[src/rtl/risc_mgmt_claim_arbiter.sv]
// Claim arbiter between the RISC-MGMT core and N_EXT ISA extensions: grants one claimer and sequences
// its start/stall/done/kill/timeout handshake. Optional macro: RISC_MGMT_CLAIM_CONFLICT_EN.
module risc_mgmt_claim_arbiter #(
    parameter int  N_EXT          = 4,
    parameter int  TIMEOUT_CYCLES = 256,
    localparam int IDX_W          = (N_EXT > 1) ? $clog2(N_EXT) : 1
) (
    input  logic               CLK,
    input  logic               nRST,
    input  logic               insn_valid,
    input  logic [31:0]        insn,
    input  logic               flush,
    output logic [31:0]        ext_insn,
    input  logic [N_EXT-1:0]   ext_claim,
    input  logic [N_EXT-1:0]   ext_mem_to_reg,
    input  logic [5*N_EXT-1:0] ext_rsel_s_0,
    input  logic [5*N_EXT-1:0] ext_rsel_s_1,
    input  logic [5*N_EXT-1:0] ext_rsel_d,
    input  logic [N_EXT-1:0]   ext_done,
    output logic [N_EXT-1:0]   ext_start,
    output logic [N_EXT-1:0]   ext_kill,
    output logic               claimed,
    output logic [IDX_W-1:0]   grant_idx,
    output logic [4:0]         rsel_s_0,
    output logic [4:0]         rsel_s_1,
    output logic [4:0]         rsel_d,
    output logic               mem_to_reg,
    output logic               stall,
    output logic               retire,
    output logic               timeout,
    output logic               illegal_insn
);

    localparam int               CNT_W      = (TIMEOUT_CYCLES > 2) ? $clog2(TIMEOUT_CYCLES) : 1;
    localparam logic [CNT_W-1:0] CNT_LAST   = CNT_W'((TIMEOUT_CYCLES > 0) ? TIMEOUT_CYCLES - 1 : 0);
    localparam bit               TIMEOUT_EN = (TIMEOUT_CYCLES != 0);
    localparam logic [N_EXT-1:0] ONE        = N_EXT'(1);

    typedef enum logic {IDLE, EXEC} state_e;

    state_e             state_q, state_d;
    logic [IDX_W-1:0]   grant_q, grant_d;
    logic [4:0]         s0_q, s0_d, s1_q, s1_d, d_q, d_d;
    logic               m2r_q, m2r_d;
    logic [CNT_W-1:0]   cnt_q, cnt_d;
    logic [N_EXT-1:0]   start_q, start_d, kill_q, kill_d;
    logic               retire_q, retire_d, timeout_q, timeout_d;

    logic [IDX_W-1:0]   win_idx;
    logic [4:0]         win_s0, win_s1, win_d;
    logic               win_m2r;
    logic               claim_any, conflict, take, done_g, timeout_hit;

    assign ext_insn = insn;

    // NOTE: every always_comb output gets a default first so no path leaves it unassigned (no latch).
    always_comb begin
        win_idx = '0;
        win_s0  = '0;
        win_s1  = '0;
        win_d   = '0;
        win_m2r = 1'b0;
        // Walking downward lets the lowest-index claimer overwrite higher ones.
        for (int i = N_EXT - 1; i >= 0; i--) begin
            if (ext_claim[i]) begin
                win_idx = IDX_W'(i);
                win_s0  = ext_rsel_s_0[5*i +: 5];
                win_s1  = ext_rsel_s_1[5*i +: 5];
                win_d   = ext_rsel_d[5*i +: 5];
                win_m2r = ext_mem_to_reg[i];
            end
        end
    end

    assign claim_any = insn_valid & (|ext_claim) & ~flush;
`ifdef RISC_MGMT_CLAIM_CONFLICT_EN
    assign conflict = claim_any & ($countones(ext_claim) > 1);
`else
    assign conflict = 1'b0;
`endif
    assign take        = claim_any & ~conflict;
    assign done_g      = ext_done[grant_q];
    assign timeout_hit = TIMEOUT_EN && (cnt_q == CNT_LAST);

    always_comb begin
        state_d    = state_q;
        grant_d    = grant_q;
        s0_d       = s0_q;
        s1_d       = s1_q;
        d_d        = d_q;
        m2r_d      = m2r_q;
        cnt_d      = cnt_q;
        start_d    = '0;
        kill_d     = '0;
        retire_d   = 1'b0;
        timeout_d  = 1'b0;
        claimed    = 1'b0;
        stall      = 1'b0;
        grant_idx  = '0;
        rsel_s_0   = '0;
        rsel_s_1   = '0;
        rsel_d     = '0;
        mem_to_reg = 1'b0;
        unique case (state_q)
            IDLE: begin
                claimed = take;
                if (take) begin
                    grant_idx  = win_idx;
                    rsel_s_0   = win_s0;
                    rsel_s_1   = win_s1;
                    rsel_d     = win_d;
                    mem_to_reg = win_m2r;
                    state_d    = EXEC;
                    grant_d    = win_idx;
                    s0_d       = win_s0;
                    s1_d       = win_s1;
                    d_d        = win_d;
                    m2r_d      = win_m2r;
                    cnt_d      = '0;
                    start_d    = ONE << win_idx;
                end
            end
            EXEC: begin
                claimed    = 1'b1;
                stall      = 1'b1;
                grant_idx  = grant_q;
                rsel_s_0   = s0_q;
                rsel_s_1   = s1_q;
                rsel_d     = d_q;
                mem_to_reg = m2r_q;
                cnt_d      = (cnt_q == '1) ? cnt_q : cnt_q + CNT_W'(1);
                // Flush outranks a coincident done: the instruction is killed, never retired.
                if (flush) begin
                    kill_d  = ONE << grant_q;
                    state_d = IDLE;
                end else if (done_g) begin
                    stall    = 1'b0;
                    retire_d = 1'b1;
                    state_d  = IDLE;
                end else if (timeout_hit) begin
                    kill_d    = ONE << grant_q;
                    timeout_d = 1'b1;
                    state_d   = IDLE;
                end
            end
            default: state_d = IDLE;
        endcase
    end

    // NOTE: sequential state uses non-blocking assignments so every flop samples pre-edge values.
    always_ff @(posedge CLK or negedge nRST) begin
        if (!nRST) begin
            state_q   <= IDLE;
            grant_q   <= '0;
            s0_q      <= '0;
            s1_q      <= '0;
            d_q       <= '0;
            m2r_q     <= 1'b0;
            cnt_q     <= '0;
            start_q   <= '0;
            kill_q    <= '0;
            retire_q  <= 1'b0;
            timeout_q <= 1'b0;
        end else begin
            state_q   <= state_d;
            grant_q   <= grant_d;
            s0_q      <= s0_d;
            s1_q      <= s1_d;
            d_q       <= d_d;
            m2r_q     <= m2r_d;
            cnt_q     <= cnt_d;
            start_q   <= start_d;
            kill_q    <= kill_d;
            retire_q  <= retire_d;
            timeout_q <= timeout_d;
        end
    end

`ifdef RISC_MGMT_CLAIM_CONFLICT_EN
    logic illegal_q;
    always_ff @(posedge CLK or negedge nRST) begin
        if (!nRST) illegal_q <= 1'b0;
        else       illegal_q <= (state_q == IDLE) & conflict;
    end
    assign illegal_insn = illegal_q;
`else
    assign illegal_insn = 1'b0;
`endif

    assign ext_start = start_q;
    assign ext_kill  = kill_q;
    assign retire    = retire_q;
    assign timeout   = timeout_q;

endmodule

[config.mk]
export PLATFORM = sky130hd
export DESIGN_NAME = risc_mgmt_claim_arbiter
export DESIGN_NICKNAME = d
export VERILOG_FILES = /design/src/rtl/risc_mgmt_claim_arbiter.sv
export SDC_FILE = /design/constraint.sdc
export NUM_CORES = 1
export LEC_CHECK = 0
export ABC_AREA = 1
export CAP_MARGIN = 20
export CORE_MARGIN = 10
export CORE_UTILIZATION = 37
export DETAILED_ROUTE_END_ITERATION = 10
export HOLD_SLACK_MARGIN = 0.05
export PLACE_DENSITY_LB_ADDON = 0.1
export RECOVER_POWER = 50
export SLEW_MARGIN = 20
export SYNTH_ARGS = -nofsm -noshare
export SYNTH_HDL_FRONTEND = slang
export SYNTH_SLANG_ARGS = --single-unit
export TNS_END_PERCENT = 50
[constraint.sdc]
create_clock -name CLK -period 1.7 [get_ports CLK]
set_input_delay 0.255 -clock CLK [delete_from_list [all_inputs] [get_ports CLK]]
set_output_delay 0.255 -clock CLK [all_outputs]
set_load 0.02 [all_outputs]
Word level (Yosys, flattened, before mapping)
Index checks and enable logic that the tools add are counted.

storage, ports and cells
  input bits = 108
  output and inout port bits = 63
  flip-flop bits (word level) = 37
  word-level logic and storage cells = 82

operators by class
  reduce and logical (&&, ||, !) cells = 3
  bitwise gates (word level) = 4
  mux-type cells = 57
  order comparisons = 1
  add/sub/neg operators = 1
  shifts and indexed selects = 2
  equality and inequality tests = 3

operator list
  cell                 number
  $mux 5               15
  $pmux 5 s2           3
  $mux 4               6
  $mux 1               20
  $mux 8               2
  $pmux 8 s2           1
  $mux 2               5
  $add 8x1->8 const B  1
  $eq 8x8->1 const B   1
  $shl 1x2->4 const A  2
  $pmux 1 s2           3
  $ne 2x2->1 const B   2
  $pmux 2 s2           1
  $reduce_and 2->1     2
  $reduce_or 4->1      1
  $lt 2x3->1 const B   1
  $and 1x1->1          2
  $bmux 1 s2           1
  $not 1->1            2

Logic depth before layout (Yosys ltp)
  word-level depth = 7
  depth in mapped cells = 9
  gate-level depth less buffers = 9

Least setup slack after synthesis
Ideal clock, no wire load.

  kind = input-to-output
  from = in ext_claim[2]
  to = out grant_idx[1]
  buffers on the path = 2
  stages on the path = 6
  arrival = 1.169 ns
  data required time = 1.445 ns
  path slack = 0.276 ns
  cells stage by stage = buf_4 inv_4 nand3_4 nand3_4 buf_4 o22ai_1

on the way
  cells in the longest elaborated chain, start to end = 5
  elaborated cells on any way between the ends = 8
  classes of those cells = mux (5); bitwise (2); reduce/logical (1)

ends and longest elaborated chain
  element                                              RTL line  RTL
  start: declaration                                   14        input logic [N_EXT-1:0] ext_claim,
  $reduce_or 4->1 or $mux 2 (tied branches)            75, 65
  $and 1x1->1 or $mux 2 (tied branches) (2 in series)  75, 65
  $mux 2 (*)                                           107       if (take) begin
  $pmux 2 s2 (*)                                       104       unique case (state_q)
  end: declaration                                     23        output logic [IDX_W-1:0] grant_idx,

Mark *: on every way between the ends. The rest lies on a longest branch, timed or not.

Final worst setup path
  from = in ext_claim[3]
  to = out rsel_s_0[3]

on the way
  cells in the longest elaborated chain, start to end = 6
  elaborated cells on any way between the ends = 9
  classes of those cells = mux (6); bitwise (2); reduce/logical (1)

ends and longest elaborated chain
  element               RTL line  RTL
  $mux 5 (4 in series)  65        if (ext_claim[i]) begin
  $mux 5 (*)            107
  $pmux 5 s2 (*)        104
  end: declaration      24        output logic [4:0] rsel_s_0,

Marked as above.

==> metrics list <==
* Number of global-route vias before repair: roughly 2800
* Tcrit/Tclk final: between 90% and 100%
- Total leakage power: 0.00198 uW
* Peak supply drop: 0.000333 V
- The number of nets handed over by synthesis was slightly below 500.
* Area share of the largest cell type after synthesis: roughly a third
- Count of different cell masters after synthesis: 31
* Fin util: 58.2%
* Slowest library cell on the worst path: sky130_fd_sc_hd__dlygate4sd2_1
- Of all cell types, the one taking the most synthesized area is sky130_fd_sc_hd__dfrtp_1.
* Area grow syn2layout: 49.9%
- Buffers placed on the I/O ports in this run total 105.
* RSZ-0062 raised after global routing: true
- The number of clock buffers added by TritonCTS is 5.
* Min Clock Period, post-route: 1.65 ns
* TritonCTS clock tree: built
* Horizontal die dimension: 105 um
- The detailed router finished its first iteration with 137 violations.
* Share of final-layout standard cells stronger than drive strength 1: 23.9%
- The floorplan step set the die height to 105 um.
- Routed wire per std cell: 14.3 um
- Setup violations remaining at the end of the flow were counted as 0.
- Wire length of the first global-routing pass: 13.7 mm
- In this run the core area contains 30 standard-cell rows.
- Depth of the CTS H-tree: 2
- In this run the tightest slew margin relative to its limit is 38.5%.
- In this run the deepest clock path goes through 2 buffers.
- Insertion delay of the later-clocked pin in the worst-skew pair: between 0.2 and 0.3 ns
- Post-route standard cell area excluding fillers: 4020 um2
* HPWL reported at the end of detailed placement: 6.74 mm
* Worst clock skew: 0.00589 ns
- The worst setup path is captured at a primary output.
* Residual DRC count: 0
* Antenna violations before repair: 0
* Highest cell delay on the worst timing path: 0.27 ns
- Run status: finished, final reports clean
* Cell types with the largest area share after synthesis: sky130_fd_sc_hd__dfrtp_1 35%, sky130_fd_sc_hd__nand2_1 22%, sky130_fd_sc_hd__buf_4 11%
- Power density of the placed cells: 688 nW/um2
- Once the floorplan was initialized, standard cells occupied 38.8% of the core.
* TritonCTS Sinks: 37
- The max-slew violation count was 0.
* Vias per cell: 4.67
- Core Footprint: between 6000 and 7000 um2
* Mapped Cells: between 300 and 400
- The synthesized netlist occupies a cell area of around 2700 um2.
* Critical Path RT: 1.44 ns
- Worst-Margin Slew: 0.923 ns
* Top Ports: 171
- Root buffer cell: sky130_fd_sc_hd__clkbuf_8
* Final layout net count: around 600
- CP Max Fanout: 7
* Maximum frequency from static timing analysis: about 610 MHz
- For this run, the total global-route usage over all layers was measured as 15.0%.
- Routability-driven placement finished with a final weighted congestion of 0.881.
* Multi-input logic area: 1390 um2
* Number of maximum-capacitance violations: 0
* Clock transition at path regs: 0.07 ns
- Detailed-routing iteration count for the pre-antenna-repair pass: 4
- Largest net degree at the start of global routing: 38
- Once detail routing completed, the nets flagged for antenna violations numbered 0.
- Warnings, synthesis: 0
- Vias post-DR: between 2000 and 3000
- N_diodes: 0
* Average footprint of a synthesized cell: 6.94 um2
- Among the stages of the critical path, the cell type that occurs most often is sky130_fd_sc_hd__nand3_4.
* Cell Chain, Critical Path: dlygate4sd2_1, inv_2, nand3_4, nand3_4, inv_8, buf_12, o21ai_4, nand2_1, buf_6
- For the worst setup path, the data arrival time is between 1 and 1.5 ns.
* Critical Path Source Type: primary input
- The worst hold path belongs to the class reg -> reg.
- Summing the sequential cell areas from Yosys gives around 35% of the chip area.
- The critical path is of the in -> out type.
* Aggregate routed wire length: 8.45 mm
- The layout has around 680 filler cells.
* Footprint of the flip-flops and latches: about 900 um2
* Instance area at placement: between 3000 and 4000 um2
- After global routing the overflow that remains totals 0.
- The die covers 11000 um2.
* #FFs+latches synth: 37
- Final hold violation count: 0
report_power, final:
part           leakage [uW]  total [uW]  switching, uW  internal [uW]
clock             0.0000443         607            286            322
sequential         0.000489        1090           81.2           1010
combinational       0.00145        1060            548            515
cell usage in the layout, fill, tap and decap left out, types with 2 or more instances in the layout:
cell	instances
sky130_fd_sc_hd__inv_2	3
sky130_fd_sc_hd__clkdlybuf4s50_1	78
sky130_fd_sc_hd__inv_1	15
sky130_fd_sc_hd__o21ai_2	9
sky130_fd_sc_hd__buf_12	3
sky130_fd_sc_hd__nand3_4	2
sky130_fd_sc_hd__nand3_1	44
sky130_fd_sc_hd__dlygate4sd2_1	4
sky130_fd_sc_hd__buf_2	11
sky130_fd_sc_hd__nand2_1	152
sky130_fd_sc_hd__o21ai_1	10
sky130_fd_sc_hd__nand2_2	7
sky130_fd_sc_hd__nor2_1	12
sky130_fd_sc_hd__a21oi_2	9
sky130_fd_sc_hd__dfrtp_1	37
sky130_fd_sc_hd__o21ai_4	5
sky130_fd_sc_hd__inv_4	3
sky130_fd_sc_hd__buf_4	40
sky130_fd_sc_hd__nand4_1	3
sky130_fd_sc_hd__clkbuf_8	6
sky130_fd_sc_hd__buf_6	10
sky130_fd_sc_hd__a21oi_1	9
sky130_fd_sc_hd__o21ai_0	2
sky130_fd_sc_hd__clkdlybuf4s15_2	2
sky130_fd_sc_hd__nor3_1	2
routing by layer:
| layer | wire [um] | vias up | track usage, % |
|---|---|---|---|
| met5 | 0 | - | 0 |
| met4 | 198 | 0 | 5.59 |
| met3 | 631 | 23 | 5.10 |
| met2 | 3870 | 105 | 24.6 |
| met1 | 3750 | 1213 | 17.6 |
| li1 | - | 1408 | - |
synth_stat cells:
cell                       number
sky130_fd_sc_hd__conb_1         1
sky130_fd_sc_hd__nor2_8         1
sky130_fd_sc_hd__buf_1          1
sky130_fd_sc_hd__nand3_1       44
sky130_fd_sc_hd__nor2_4         1
sky130_fd_sc_hd__nand3_4        2
sky130_fd_sc_hd__nor2_1        12
sky130_fd_sc_hd__o21bai_1       1
sky130_fd_sc_hd__o21ai_2       10
sky130_fd_sc_hd__or2_2          1
sky130_fd_sc_hd__nand4_1        3
sky130_fd_sc_hd__ha_1           1
sky130_fd_sc_hd__inv_2          5
sky130_fd_sc_hd__buf_6          2
sky130_fd_sc_hd__buf_8          1
sky130_fd_sc_hd__a21oi_1       17
sky130_fd_sc_hd__nand2_1      156
sky130_fd_sc_hd__o21ai_1        7
sky130_fd_sc_hd__o31ai_2        1
sky130_fd_sc_hd__inv_4          2
sky130_fd_sc_hd__buf_4         41
sky130_fd_sc_hd__o21ai_0        9
sky130_fd_sc_hd__o22ai_1        1
sky130_fd_sc_hd__clkbuf_1       2
sky130_fd_sc_hd__nand2_2        3
sky130_fd_sc_hd__dfrtp_1       37
sky130_fd_sc_hd__a21oi_2        1
sky130_fd_sc_hd__nor3_1         2
sky130_fd_sc_hd__nor3_2         1
sky130_fd_sc_hd__buf_2          5
sky130_fd_sc_hd__inv_1         15
cells by family after synthesis:
family | count (synthesis) | share of synthesized area, %
compound gates | 47 | 10.7
other cells | 1 | 0.140
simple gates | 226 | 36.6
buf+inv | 74 | 17.5
flops | 37 | 34.5
fa+ha+maj | 1 | 0.467
critical path, delay by kind of cell:
kind,cells,cell delay [ns]
buf+inv,5,0.74
simple gates,3,0.32
compound gates,1,0.07
layout make-up:
cell class                      instances  share of cell area [%]
Sequential cell                        37                    23.1
Clock buffer                            7                    2.15
Timing Repair Buffer                  151                    34.6
Inverter                               22                    2.49
Multi-Input combinational cell        275                    34.5
Tap cell                               96                    2.99
Timing Repair inverter                  1                   0.156
final timing paths:
path                            depth (start not counted)  slack, ns           to    startpoint
worst min register to register                          2       0.49       d_q[1]        d_q[1]
worst max register to register                          9       0.33     cnt_q[1]      cnt_q[1]
worst min-delay path                                    2       0.49       d_q[1]        d_q[1]
min in group asynchronous                               3       0.72  ext_kill[1]          nRST
worst max-delay path                                    9       0.05  rsel_s_0[3]  ext_claim[3]
max in group asynchronous                               3       0.40      s0_q[3]          nRST
through the flow:
step / setup TNS (ns) / total power (uW) / hold WS [ns] / setup slack, ns / instances
after global placement: -13.01 / 2120 / 0.235 / -0.777 / 568
final: 0 / 2760 / 0.487 / 0.0507 / 589
after global routing: -0.152 / 2950 / 0.510 / -0.0225 / 589
after CTS: 0 / 2760 / 0.469 / 0.00722 / 585
after floorplan: 0 / 1730 / -0.0406 / 0.276 / 386
after detailed placement: -13.81 / 2130 / 0.236 / -0.820 / 568
sequential cells by signal, summed over array words and instances, names as in the netlist:
| signal | flops |
|---|---|
| timeout | 1 |
| s1_q | 5 |
| retire | 1 |
| state_q | 1 |
| d_q | 5 |
| m2r_q | 1 |
| cnt_q | 8 |
| grant_q | 2 |
| ext_kill | 4 |
| ext_start | 4 |
| s0_q | 5 |
timing repair:
item,in CTS,in global routing
endpoints found under the hold margin,37,0
setup buffers,8,4
resized for setup,130,11
hold buffers,1,0
pin swaps,11,5
endpoints found under the setup margin,20,14
gates cloned,1,0
(Power assumes the default switching activity.)
